==> src/rtl/melody_pkg.sv <==
// melody_pkg: shared definitions for the melody sequencer.
//   - pitch-period constants (period minus 1, in clocks at 50 MHz)
//   - song table entry type {pitch[2:0], dur[2:0]}
//   - song ROM functions (default song and a rest/long-note test song)
//   - FSM state enum
package melody_pkg;

  localparam int TIMER_W  = 27;
  localparam int PERIOD_W = 24;
  localparam int PTR_W    = 4;

  localparam logic [PERIOD_W-1:0] PER_C4 = 24'd190839;
  localparam logic [PERIOD_W-1:0] PER_D4 = 24'd170067;
  localparam logic [PERIOD_W-1:0] PER_E4 = 24'd151514;
  localparam logic [PERIOD_W-1:0] PER_F4 = 24'd143265;
  localparam logic [PERIOD_W-1:0] PER_G4 = 24'd127550;
  localparam logic [PERIOD_W-1:0] PER_A4 = 24'd113635;
  localparam logic [PERIOD_W-1:0] PER_B4 = 24'd101213;

  typedef enum logic [2:0] {
    ST_IDLE,
    ST_LOAD,
    ST_PLAY,
    ST_GAP,
    ST_DONE
  } state_e;

  // dur == 0 marks the end of the song.
  typedef struct packed {
    logic [2:0] pitch;
    logic [2:0] dur;
  } song_entry_t;

  // Rest (pitch 0) maps to period 0.
  function automatic logic [PERIOD_W-1:0] pitch_period(input logic [2:0] pitch);
    logic [PERIOD_W-1:0] p;
    case (pitch)
      3'd1:    p = PER_C4;
      3'd2:    p = PER_D4;
      3'd3:    p = PER_E4;
      3'd4:    p = PER_F4;
      3'd5:    p = PER_G4;
      3'd6:    p = PER_A4;
      3'd7:    p = PER_B4;
      default: p = '0;
    endcase
    return p;
  endfunction

  // Default song: C4..B4, one beat each, end marker from entry 7 on.
  function automatic song_entry_t song_entry(input logic [PTR_W-1:0] idx);
    song_entry_t e;
    e = '0;
    if (idx < 4'd7) begin
      e.pitch = idx[2:0] + 3'd1;
      e.dur   = 3'd1;
    end
    return e;
  endfunction

  // Alternate song: a 3-beat rest followed by the end marker.
  function automatic song_entry_t song_entry_rest(input logic [PTR_W-1:0] idx);
    song_entry_t e;
    e = '0;
    if (idx == 4'd0) e.dur = 3'd3;
    return e;
  endfunction

endpackage

==> src/rtl/melody_sequencer_timer.sv <==
// note_timer: loadable down-counter used to time notes and gaps.
//   clk, rst_n : clock, async active-low reset
//   load       : load load_val this cycle (takes priority over counting)
//   load_val   : value to load
//   expire     : counter is at zero
// The counter parks at zero, so expire stays high until the next load.
module note_timer
  import melody_pkg::*;
#(
  parameter int W = TIMER_W
) (
  input  logic         clk,
  input  logic         rst_n,
  input  logic         load,
  input  logic [W-1:0] load_val,
  output logic         expire
);

  logic [W-1:0] cnt_q;

  always_ff @(posedge clk or negedge rst_n) begin
    if (!rst_n)              cnt_q <= '0;
    else if (load)           cnt_q <= load_val;
    else if (cnt_q != '0)    cnt_q <= cnt_q - 1'b1;
  end

  assign expire = (cnt_q == '0);

endmodule

==> src/rtl/melody_sequencer.sv <==
// melody_sequencer: plays a fixed song table into the buzzer stage.
//   clk, rst_n  : clock, async active-low reset
//   start       : pulse, start playback at entry 0 (ignored while busy)
//   stop        : pulse, abort playback (wins over start)
//   note_period : tone period minus 1 for the buzzer, 0 for a rest
//   tone_en     : buzzer enable
//   note_idx    : current table entry
//   busy        : high outside IDLE
//   done        : one-cycle pulse on normal completion
// Every note is dur*BEAT_CYCLES+1 cycles: sounding, silent gap, one LOAD.
// SONG_SEL picks the ROM: 0 = default song, 1 = rest/long-note song.
module melody_sequencer
  import melody_pkg::*;
#(
  parameter int BEAT_CYCLES = 12_500_000,
  parameter int GAP_CYCLES  = 1_250_000,
  parameter int SONG_LEN    = 16,
  parameter int LOOP        = 1,
  parameter int SONG_SEL    = 0
) (
  input  logic                clk,
  input  logic                rst_n,
  input  logic                start,
  input  logic                stop,
  output logic [PERIOD_W-1:0] note_period,
  output logic                tone_en,
  output logic [PTR_W-1:0]    note_idx,
  output logic                busy,
  output logic                done
);

  localparam logic [TIMER_W-1:0] BEAT_T   = TIMER_W'(BEAT_CYCLES);
  localparam logic [TIMER_W-1:0] GAP_T    = TIMER_W'(GAP_CYCLES);
  localparam logic [PTR_W-1:0]   LAST_IDX = PTR_W'(SONG_LEN - 1);

  state_e              state_q, state_d;
  logic [PTR_W-1:0]    ptr_q, ptr_d;
  logic [PERIOD_W-1:0] period_q, period_d;
  logic                tone_en_q, tone_en_d;
  logic                busy_q, busy_d;
  logic                done_q, done_d;

  song_entry_t         entry;
  logic [TIMER_W-1:0]  dur_ext;
  logic [TIMER_W-1:0]  note_len;
  logic                tmr_load;
  logic [TIMER_W-1:0]  tmr_val;
  logic                tmr_exp;

  assign entry    = (SONG_SEL == 1) ? song_entry_rest(ptr_q) : song_entry(ptr_q);
  assign dur_ext  = {{(TIMER_W-3){1'b0}}, entry.dur};
  // Sounding part of the note; the gap is carved out of the note's beats.
  assign note_len = dur_ext * BEAT_T - GAP_T - 27'd1;

  note_timer #(.W(TIMER_W)) u_timer (
    .clk      (clk),
    .rst_n    (rst_n),
    .load     (tmr_load),
    .load_val (tmr_val),
    .expire   (tmr_exp)
  );

  always_comb begin
    state_d   = state_q;
    ptr_d     = ptr_q;
    period_d  = period_q;
    tone_en_d = 1'b0;
    tmr_load  = 1'b0;
    tmr_val   = '0;

    case (state_q)
      ST_IDLE: begin
        if (start && !stop) begin
          ptr_d   = '0;
          state_d = ST_LOAD;
        end
      end
      ST_LOAD: begin
        if (entry.dur == 3'd0) begin
          // Looping from a non-zero pointer retries entry 0; an end marker
          // at entry 0 would loop forever, so that case finishes instead.
          if (LOOP != 0 && ptr_q != '0) ptr_d = '0;
          else                          state_d = ST_DONE;
        end else begin
          tmr_load  = 1'b1;
          tmr_val   = note_len;
          period_d  = pitch_period(entry.pitch);
          tone_en_d = (entry.pitch != 3'd0);
          state_d   = ST_PLAY;
        end
      end
      ST_PLAY: begin
        tone_en_d = tone_en_q;
        if (tmr_exp) begin
          tmr_load  = 1'b1;
          tmr_val   = GAP_T - 27'd1;
          tone_en_d = 1'b0;
          state_d   = ST_GAP;
        end
      end
      ST_GAP: begin
        if (tmr_exp) begin
          if (ptr_q == LAST_IDX) begin
            if (LOOP != 0) begin
              ptr_d   = '0;
              state_d = ST_LOAD;
            end else begin
              state_d = ST_DONE;
            end
          end else begin
            ptr_d   = ptr_q + 4'd1;
            state_d = ST_LOAD;
          end
        end
      end
      ST_DONE: state_d = ST_IDLE;
      default: state_d = ST_IDLE;
    endcase

    // Abort: freeze pointer and period, silence next cycle.
    if (stop && state_q != ST_IDLE) begin
      state_d   = ST_IDLE;
      ptr_d     = ptr_q;
      period_d  = period_q;
      tone_en_d = 1'b0;
      tmr_load  = 1'b0;
    end

    busy_d = (state_d != ST_IDLE);
    done_d = (state_d == ST_DONE);
  end

  always_ff @(posedge clk or negedge rst_n) begin
    if (!rst_n) begin
      state_q   <= ST_IDLE;
      ptr_q     <= '0;
      period_q  <= '0;
      tone_en_q <= 1'b0;
      busy_q    <= 1'b0;
      done_q    <= 1'b0;
    end else begin
      state_q   <= state_d;
      ptr_q     <= ptr_d;
      period_q  <= period_d;
      tone_en_q <= tone_en_d;
      busy_q    <= busy_d;
      done_q    <= done_d;
    end
  end

  assign note_period = period_q;
  assign tone_en     = tone_en_q;
  assign note_idx    = ptr_q;
  assign busy        = busy_q;
  assign done        = done_q;

endmodule

==> config.mk <==
export PLATFORM = sky130hd
export DESIGN_NAME = melody_sequencer
export DESIGN_NICKNAME = d
export VERILOG_FILES = /design/src/rtl/melody_pkg.sv /design/src/rtl/melody_sequencer_timer.sv /design/src/rtl/melody_sequencer.sv
export SDC_FILE = /design/constraint.sdc
export NUM_CORES = 1
export LEC_CHECK = 0
export CAP_MARGIN = 20
export CORE_ASPECT_RATIO = 0.8
export CORE_UTILIZATION = 56
export CTS_BUF_LIST = sky130_fd_sc_hd__clkbuf_4 sky130_fd_sc_hd__clkbuf_8
export CTS_CLUSTER_DIAMETER = 120
export DETAILED_ROUTE_END_ITERATION = 6
export DONT_BUFFER_PORTS = 1
export MAX_ROUTING_LAYER = met4
export PLACE_DENSITY = 0.69
export SLEW_MARGIN = 20
export SYNTH_ARGS = -nofsm -noshare
export SYNTH_HDL_FRONTEND = slang
export SYNTH_SLANG_ARGS = --single-unit
==> constraint.sdc <==
create_clock -name clk -period 5.09 [get_ports clk]
set_clock_uncertainty 0.2 [all_clocks]
set_input_delay 0.2545 -clock clk [delete_from_list [all_inputs] [get_ports clk]]
set_output_delay 0.2545 -clock clk [all_outputs]
set_load 0.01 [all_outputs]
# After elaboration in Yosys (flattened, before gate mapping)
# Cells that the tools add are included.
op_classes:
  eq_ne: 17
  multipliers: 1
  n_bitwise: 2
  add_sub_neg: 5
  reduce_logical: 15
  magnitude_cmp: 1
  muxes: 28
ops:
  columns: ["cell", "n"]
  rows:
  - ["$pmux W18 S7", 1]
  - ["$mux W27", 3]
  - ["$pmux W27 S2", 1]
  - ["$sub A27 B1 Y27 const B", 2]
  - ["$logic_not A27 Y1", 1]
  - ["$reduce_bool A27 Y1", 1]
  - ["$sub A27 B21 Y27 const B", 1]
  - ["$mul A3 B19 Y22 const B", 1]
  - ["$mux W21", 1]
  - ["$mux W4", 5]
  - ["$mux W3", 6]
  - ["$eq A3 B3 Y1 const B", 5]
  - ["$eq A3 B2 Y1 const B", 4]
  - ["$pmux W3 S4", 1]
  - ["$pmux W4 S3", 1]
  - ["$reduce_bool A3 Y1", 4]
  - ["$ne A2 B2 Y1 const B", 4]
  - ["$eq A3 B1 Y1 const B", 2]
  - ["$logic_not A3 Y1", 2]
  - ["$mux W1", 6]
  - ["$mux W6", 1]
  - ["$reduce_and A6 Y1", 1]
  - ["$add A4 B1 Y4 const B", 1]
  - ["$eq A4 B4 Y1 const B", 1]
  - ["other kinds (10)", 13]
totals:
  elab_cells: 76
  input_bits: 4
  out_inout_bits: 31
  reg_bits: 61

# Longest topological paths before layout
# Gate-level depths: netlist (run 1).
depth:
  ltp_word: 8
  mapped_depth: 9
  mapped_depth_nobuf: 7

# By module
# A second synthesis (run 1) with hierarchy kept.
unflattened:
  cells_unflattened: 336
  area_unflattened_um2: 3115.5
by_module_without_submodules:
  columns: ["module", "area_per_inst_um2", "cells_per_inst", "seq_area_each_um2", "instances"]
  rows:
  - ["note_timer", 1627.8, 178, 675.6, 1]
  - ["melody_sequencer", 1487.7, 158, 675.6, 1]

# Worst setup path after synthesis (run 1)
# No wires, ideal clock.
synth_path:
  path_type: "reg-to-reg"
  start: "register u_timer.cnt_q[0]"
  end: "register u_timer.cnt_q[24]"
  arrival_ns: 2.379
  synth_period_minus_slack_ns: 2.665
  n_path_buf: 1
  setup_time_ns: 0.086
  path_stages_with_launch: 9
  slack_ns: 2.425
  required_time_ns: 4.804
  cell_sequence: "dfrtp_1 -> inv_1 -> ha_1 -> or4b_1 -> or3_4 -> buf_6 -> or4_4 -> mux2i_1 -> nor3_1"
synth_via:
  elab_chain_len: 5
  word_cells_on_any_way: 9
  cone_classes: "add/sub (1); mux (5); reduce/logical (3)"
synth_rtl:
  columns: ["element", "line_no", "text"]
  rows:
  - ["start: declaration", "melody_sequencer_timer.sv:19", "logic [W-1:0] cnt_q;"]
  - ["start signal: assignment", "melody_sequencer_timer.sv:23", "else if (load) cnt_q <= load_val;"]
  - ["start signal: assignment", "melody_sequencer_timer.sv:24", "else if (cnt_q != '0) cnt_q <= cnt_q - 1'b1;"]
  - ["parallel branches: the longest is 5 deep, another holds $sub A27 B1 Y27", null, null]
# Parallel ways; which one is timed is not known. The select of a mux whose other input is x is not followed.
# A chain may end at the register's enable or synchronous reset.

# Final worst setup path (run 1)
layout_path:
  start: "register ptr_q[0] (netlist: note_idx[0])"
  end: "register period_q[4] (netlist: note_period[4])"
layout_via:
  elab_chain_len: 5
  word_cells_on_any_way: 14
  cone_classes: "add/sub (1); order compare (1); eq/ne (7); mux (2); bitwise (1); reduce/logical (2)"
layout_rtl:
  columns: ["element", "line_no", "text"]
  rows:
  - ["start: declaration", "melody_sequencer.sv:37", "logic [PTR_W-1:0] ptr_q, ptr_d;"]
  - ["start signal: assignment", "melody_sequencer.sv:143", "ptr_q <= ptr_d;"]
  - ["$lt A4 B3 Y1", "melody_pkg.sv:54", "if (idx < 4'd7) begin"]
  - ["$mux W6 (*)", "melody_pkg.sv:54", null]
  - ["parallel branches: the longest is 3 deep, another holds $pmux W18 S7", null, null]
  - ["end signal: assignment", "melody_sequencer.sv:144", "period_q <= period_d;"]
  - ["end: declaration", "melody_sequencer.sv:38", "logic [PERIOD_W-1:0] period_q, period_d;"]
# Mark *: on every way between the ends.

==> results.txt, run 1 <==
The run finished with clean final reports. The area added between synthesis and finish is 4.088%. CTS saw 54 sinks. For this run, global-route usage on met3 was measured as between 4 and 5%. The main combinational cell family by area after synthesis is simple AND/OR/NAND/NOR gates. The synthesized netlist devotes 17.33% of its cell area to compound gates. The number of different library cells in the post-synthesis netlist is 55. The final critical-path share of the clock period is between 60% and 70%. The net count of the finished layout is 322. The clock latency of the later-clocked register in the worst-skew pair came out at approximately 0.30 ns. The post-CTS repair timing setup buffer count is 0. The CTS clock-pin slew for the worst setup and hold paths came out at roughly 0.09 ns.

Summed over all nets, the half-perimeter wirelength after detailed placement is 4.289 mm. The number of filler instances in the final layout is approximately 440. Entering global routing, the biggest net connects 55 pins. The count of cells in the finished layout, fillers not included, comes to 377.

The initialized floorplan defines 23 standard-cell rows. Setup repair after global routing left no endpoint under its margin. The via total after detailed routing came out at between 2000 and 2500. The wire length after detailed routing is between 6 and 7 mm.

The maximum VDD drop came out at between 200 and 250 uV. For this design the ratio of total power to cell area is 312.4 nW/um^2. The mapped cell area is ~2900 um^2.

The hold violation total from the final report is 0. The floorplan step set the die width to 82.98 um. The number of buffers between clock root and the deepest sink came out at 2. The initial antenna violation count came out at 0.

The async set-or-reset flop fraction in the synthesized netlist came out at 100.0%. The post-synthesis register bit count came out at 54. By startpoint and endpoint, the worst setup path is classified as reg -> reg.

In this run the biggest area consumer among cell types represents a little under half of the synthesized area. The sequential fraction of the synthesis area came out at between 40% and 50%. Cells with a size suffix above 1 make up 6.667% of the layout. The first global-routing pass estimated roughly 11 mm of wire. The commonest non-fill, non-tap cell in the layout is sky130_fd_sc_hd__dfrtp_1. The average cell area after synthesis came out at just over 9 um^2. The actual slew at the worst max-slew pin is 0.7785 ns. The standby leakage power came out at about 1.2 nW. The via count of the first global-routing pass came to between 2000 and 2500.

The met2 usage in global routing is between 30% and 40%. The port buffer count is 0. For this run, the leading register cell type out of synthesis is sky130_fd_sc_hd__dfrtp_1. The clock period minus worst slack is 3.099 ns. The global routing stage identified its most utilized layer as met1. The met1 track demand over resource is 37.38%. The top cell types in the final layout, fill and taps aside, are 54 x sky130_fd_sc_hd__dfrtp_1, 31 x sky130_fd_sc_hd__nor2_1, 30 x sky130_fd_sc_hd__o21ai_0.

Across the run, the number of max-cap violations was 0. For this run, the detailed router's first-pass iteration total came to 5. Of the total synthesized cell area, the portion taken by full adders, half adders and majority gates is 1.278%. The total DRC errors in the routed layout is 0. The number of slew-limit violations in the final report came out at 0.

The fraction of synthesized area in multiplexers is less than 1%. The post-detailed-route count of antenna-violating nets is 0. The headroom to the max-slew limit is approximately 48%. The number of buffers added by the clock tree synthesis step came out at 5. The repair_antennas step left the layout with diodes totalling 0.

The routed via count divided by cell count is between 6 and 7. The total of warnings raised by yosys came out at 0. 35 I/O pins were placed. Data on the critical path arrives at its endpoint at around 3.1 ns. The average wire per standard cell is between 15 and 20 um. The peak fanout along the critical path is 39. The final setup TNS is 0 ns. STA classifies the critical path endpoint as a flip-flop. The floorplan core area came out at roughly 5000 um^2. Based on the critical path, the design can be clocked at up to about 320 MHz. The count of mapped cells out of synthesis came out at between 300 and 400. The global-route congestion overflow total came out at 0. The overall global routing resource usage came out at around a quarter. The root buffer cell is sky130_fd_sc_hd__clkbuf_8. The CTS tree is done.

The number of synthesized flops with an enable pin is 0. At the end of routability-driven placement, the weighted congestion stood at about 0.94. Once the floorplan was initialized, standard cells occupied between 50 and 60% of the core. The die covers between 5000 and 6000 um^2.

The floorplan die height is 66.79 um. The count of final setup violators came out at 0. The min-delay analysis places its worst path in the category in -> reg. The basic-gate share of the synthesized area counting and, or, nand and nor cells came out at between 20 and 25%.

The worst setup path is launched from a flip-flop. For this block, the initial DRC count from the detailed router was 207. The placed instance count is 365. The xor and xnor area share after synthesis came out at under 10%. By area the synthesized netlist is led by sky130_fd_sc_hd__dfrtp_1 46%, sky130_fd_sc_hd__o21ai_0 5.1%, sky130_fd_sc_hd__nor2_1 4.0%. The level count of the clock H-tree came out at 2. The worst endpoint required time came out at approximately 5.1 ns. The dominant cell type by area after synthesis is sky130_fd_sc_hd__dfrtp_1.
==> cells by family after synthesis <==
kind of cell             Yosys count
AO/OA/AOI/OAI                     80
XOR/XNOR                          15
adder cells (fa/ha/maj)            3
buffers and inverters             30
flip-flops                        54
multiplexers                       2
other                              1
AND/OR/NAND/NOR                  135
==> per-stage QoR <==
step	util (%)	hold slack [ns]	power, mW	setup WS (ns)	area (um^2)
after floorplan	-	-0.2411	0.6958	2.425	2964
after global placement	57.81	-0.2397	0.7197	2.047	2912
after detailed placement	57.81	-0.2397	0.7267	1.997	2912
after CTS	60.72	0.1420	0.9665	1.981	3058
after global routing	60.72	0.1488	1.017	1.748	3058
final	60.72	0.1521	0.9553	1.991	3058
==> where the power goes <==
| group | internal (mW) | total, mW | switching, mW |
|---|---|---|---|
| Sequential | 0.498 | 0.571 | 0.0734 |
| Clock | 0.0928 | 0.225 | 0.132 |
| Combinational | 0.0702 | 0.159 | 0.0887 |
| Total | 0.661 | 0.955 | 0.295 |
==> Yosys cell counts (all sizes together) (9+ instances only) <==
library cell   n
buf           11
dfrtp         54
o21ai         31
clkbuf        13
or4            9
nand3         14
nor2          32
nor3           9
nand2         28
or3            9
a21oi         14
==> worst max-delay path, cell delays in order, from the launching register on <==
cell and delay [ns]:
sky130_fd_sc_hd__dfrtp_1 0.64, sky130_fd_sc_hd__ha_1 0.48, sky130_fd_sc_hd__a21o_1 0.29, sky130_fd_sc_hd__or3_1 0.38, sky130_fd_sc_hd__or2_2 0.56, sky130_fd_sc_hd__a211oi_1 0.37
sky130_fd_sc_hd__a21o_1 0.12
==> metal layers <==
layer  up-vias  part of all wire, %
li1       1131                    -
met1      1129                   51
met2        89                   43
met3         2                  5.7
met4         0                 0.37
met5         -                    0
==> final timing paths <==
check,from,endpoint,slack (ns),cells past startpoint
worst max-delay path,note_idx[0]$_DFFE_PN0P_,note_period[4]$_DFFE_PN0P_,1.99,6
worst min-delay path,stop,u_timer.cnt_q[7]$_DFFE_PN0P_,0.15,3
worst max register to register,note_idx[0]$_DFFE_PN0P_,note_period[4]$_DFFE_PN0P_,1.99,6
worst min register to register,u_timer.cnt_q[26]$_DFFE_PN0P_,u_timer.cnt_q[26]$_DFFE_PN0P_,0.34,1
max in group asynchronous,rst_n,u_timer.cnt_q[4]$_DFFE_PN0P_,4.18,2
min in group asynchronous,rst_n,u_timer.cnt_q[14]$_DFFE_PN0P_,0.26,2
==> state kept, by name (all words and copies together), names as in the netlist <==
signal	cells
u_timer.cnt_q	27
busy	1
note_period	17
state_q	3
tone_en	1
note_idx	4
done	1
==> final cells by class <==
type | count | area (um^2) | share of cell area, %
Multi-Input combinational cell | 243 | 1460 | 47.75
Clock inverter | 2 | 10.01 | 0.3273
Tap cell | 62 | 77.57 | 2.537
Timing Repair Buffer | 5 | 67.56 | 2.209
Clock buffer | 5 | 68.82 | 2.250
Inverter | 6 | 22.52 | 0.7365
Sequential cell | 54 | 1351 | 44.19
==> timing repair <==
item,4_1_cts,5_1_grt
gates resized for setup,0,0
setup endpoints to repair,0,0
hold endpoints to repair,57,0
hold buffers,5,0
No activity file was read; power rests on OpenSTA's default activity.
==> inputs of run 2 (changes only) <==
PLACE_DENSITY = 0.72   (was 0.69)
clock period = 2.5 ns   (was 5.09 ns; I/O delays follow)
==> run 2 against run 1 <==
  * The flow now finishes with violations (setup timing)
  * Flip-flop and latch count unchanged
  * Non-clock buffer count is 49 higher
  * Setup slack worse by 2.1 ns
  * Sequential power grew 100%
  * Register-to-register slack got worse by 2.1 ns
  * Largest power group unchanged
  * Highest routed layer unchanged
==> results.txt, run 2 (synthesis results as in run 1) <==
The run finished, with violations left. The final reports fail on setup timing. The final instance area came to 3670 um^2 (+20%). The clock period minus worst slack was 2.571 ns (-0.5283 ns). The delay of the slowest critical-path stage came out at 0.52 ns (-0.12 ns).

The via total after detailed routing came to 2659 (+13%). The number of buffers added by the clock tree synthesis step came out at 5 (unchanged). The number of cells on the worst reg-to-reg path came out at 7 (+1).

The worst setup path is launched from a flip-flop. The slack of the critical path is -0.07077 ns (-2.062 ns). The number of iterations in the first detailed-routing pass is 5 (unchanged). The via count of the first global-routing pass is 2449 (+18%). The wire length of the first global-routing pass is 11.74 mm (+11%).

The total DRC errors in the routed layout is 0 (unchanged). The worst hold margin came to 0.1364 ns (-0.01567 ns). The fraction of power spent switching nets was 30.96% (+0.13 points). The number of buffers between clock root and the deepest sink is 2 (unchanged). The initial antenna violation count came out at 0 (unchanged).

The reg-to-reg setup timing slack was -0.07 ns (-2.06 ns). The final critical-path share of the clock period is 102.8% (+42 points). The antenna cell count came out at 0 (unchanged).

The starting DRC count in detailed routing came out at 265 (+28%). The final RePlAce weighted congestion came to 0.9076 (-3.1%). The half-perimeter wire length of the detailed placement result came to 4.910 mm (+14%).

The hold violation total from the final report came out at 0 (unchanged). The number of placement rows is 23 (unchanged). The flip-flop count of the largest register after layout was 27 (unchanged). The level count of the clock H-tree is 2 (unchanged). The effective utilization at floorplan came to 58.34% (unchanged). TritonCTS built the clock tree.

The post-placement cell area was 3211 um^2 (+10%). The min-delay analysis places its worst path in the category in -> async. The net switching component of the power came out at 0.7048 mW (+140%).

In the layout the commonest cells are 54 x sky130_fd_sc_hd__dfrtp_1, 44 x sky130_fd_sc_hd__buf_4, 30 x sky130_fd_sc_hd__nor2_1. The clock latency of the later-clocked register in the worst-skew pair came to 0.30 ns (about the same). The peak fanout along the critical path is 5 (-87%). The post-detailed-route count of antenna-violating nets is 0 (unchanged). The endpoint type of the worst setup path is a flip-flop. The combinational cell fraction of total power is 23.4% (+6.8 points). The die width came to 82.98 um (unchanged). The area added between synthesis and finish is 24.91%.

On the critical path the largest part of the delay comes from simple AND/OR/NAND/NOR gates. u_timer.cnt_q holds more flip-flops than any other register. The routed via count divided by cell count is 6.227 (-0.14%). The die outline area is 5542 um^2 (unchanged). The start-to-end type of the worst setup path is reg -> reg. The number of slew-limit violations in the final report is 0 (unchanged). The floorplan die height came out at 66.79 um (unchanged). The share of total power in sequential cells was 51.0% (-8.8 points). The endpoint arrival time on the critical path was 2.61 ns (-0.53 ns).

The wire length after detailed routing is 7.529 mm (+21%). The floorplan core area came out at 5036 um^2 (unchanged). On the critical path, the stage with the largest delay is an instance of sky130_fd_sc_hd__or4b_1. The total clock sinks is 54 (unchanged).

The headroom to the max-slew limit came to 58.50% (+11 points). The CTS clock-pin slew for the worst setup and hold paths is 0.10 ns (about the same). The pin count of the biggest net entering global routing came out at 55 (unchanged). The final design utilization came out at 72.87% (+12 points). The maximum VDD drop is 518.9 uV (+140%). The actual slew at the worst max-slew pin is 0.6168 ns (-0.1616 ns). The power per standard cell area came out at 620.3 nW/um^2 (+99%). The overall global routing resource usage came out at 27.56% (+2.7 points). The global-route congestion overflow total came out at 0 (unchanged). The worst endpoint required time is 2.54 ns (-2.59 ns). The post-layout net count came out at 371 (+15%). The number of max-cap violations is 0 (unchanged). In this run the critical register-to-register path is captured at u_timer.cnt_q[12]$_DFFE_PN0P_.

The tree is rooted in a sky130_fd_sc_hd__clkbuf_8. The standby leakage power is 1.580 nW (+27%). The clock power share is 25.6% (+2.0 points).

The average wire per standard cell was 17.63 um (+7.2%). The I/O pin count was 35 (unchanged). The library cell used most frequently in the layout, excluding fill and tap cells, is sky130_fd_sc_hd__dfrtp_1. The signal on the critical path passes through inv_2, ha_4, or4b_4, or3_4, or4b_1, o21a_1, o21ai_2. The internal power is 1.572 mW (+140%). The achievable frequency was 389.0 MHz (+21%). The port buffer count is 0 (unchanged).

The layout cell share with drive strength beyond 1 was 26.85% (+20 points). The count of final setup violators is 4 (+4). The combined buffer and inverter count along the critical path came out at 1 (+1). The startpoint identified for the worst register-to-register timing path is u_timer.cnt_q[0]$_DFFE_PN0P_. Setup repair after global routing could not meet its margin everywhere.
==> run 2: cell count changes in the layout (fill, tap and decap cells not counted), sizes merged <==
| cell | previous run | this run |
|---|---|---|
| buf | 1 | 50 |
| bufinv | 0 | 1 |
==> run 2: area by class of cell <==
type	instances	area (um^2)
multi-input cells	243	1655
flip-flops and latches	54	1351
clock inverters	3	40.04
fillers	363	1366
clock buffers	5	68.82
well taps	62	77.57
repair buffers	54	454.2
inverters	6	22.52
==> run 2: metal layers <==
layer,global-route usage (%),wire (um),up-vias
li1,-,-,1224
met4,7.759,180,0
met1,36.53,3282,1275
met5,-,0,-
met3,5.576,548,28
met2,43.55,3518,132
==> run 2: power by group through the flow <==
stage	sequential (mW)	clock (mW)	combinational (mW)
6_report	1.16	0.584	0.532
5_1_grt	1.18	0.614	0.587
4_1_cts	1.15	0.598	0.476
3_5_place_dp	1.17	0	0.413
3_3_place_gp	1.16	0	0.401
2_1_floorplan	1.15	0	0.273
==> run 2: worst max-delay path by stage <==
stage	from	to	slack, ns	depth (start not counted)
after floorplan	u_timer.cnt_q[1]$_DFFE_PN0P_	u_timer.cnt_q[24]$_DFFE_PN0P_	-0.12	8
after global placement	u_timer.cnt_q[0]$_DFFE_PN0P_	u_timer.cnt_q[6]$_DFFE_PN0P_	-0.04	8
after detailed placement	u_timer.cnt_q[0]$_DFFE_PN0P_	u_timer.cnt_q[6]$_DFFE_PN0P_	-0.11	8
after CTS	u_timer.cnt_q[1]$_DFFE_PN0P_	u_timer.cnt_q[12]$_DFFE_PN0P_	-0.10	7
after global routing	u_timer.cnt_q[0]$_DFFE_PN0P_	u_timer.cnt_q[24]$_DFFE_PN0P_	-0.13	7
final	u_timer.cnt_q[0]$_DFFE_PN0P_	u_timer.cnt_q[12]$_DFFE_PN0P_	-0.07	7
==> run 2: repair_timing <==
item	CTS	global route
resized for setup	14	27
setup buffers	5	5
hold buffers	5	0
hold endpoints to repair	59	0
gates cloned	0	0
pin swaps	7	15
setup endpoints to repair	17	34
==> run 2: per-stage QoR <==
| step | power, mW | setup TNS (ns) | std cells | worst slack, ns |
|---|---|---|---|---|
| 2_1_floorplan | 1.423 | -0.3279 | 327 | -0.1208 |
| 3_3_place_gp | 1.563 | -0.3075 | 404 | -0.04493 |
| 6_report | 2.276 | -0.1371 | 427 | -0.07077 |
| 5_1_grt | 2.382 | -0.6876 | 427 | -0.1276 |
| 4_1_cts | 2.228 | -0.1595 | 422 | -0.1004 |
| 3_5_place_dp | 1.583 | -0.9478 | 404 | -0.1104 |
==> run 2: worst reg2reg max path, delay by kind of cell (launching register included) <==
kind | cells | cell delay, ns
adder cells (fa/ha/maj) | 1 | 0.13
flip-flops | 1 | 0.40
buffers and inverters | 1 | 0.08
AO/OA/AOI/OAI | 2 | 0.30
AND/OR/NAND/NOR | 3 | 1.42
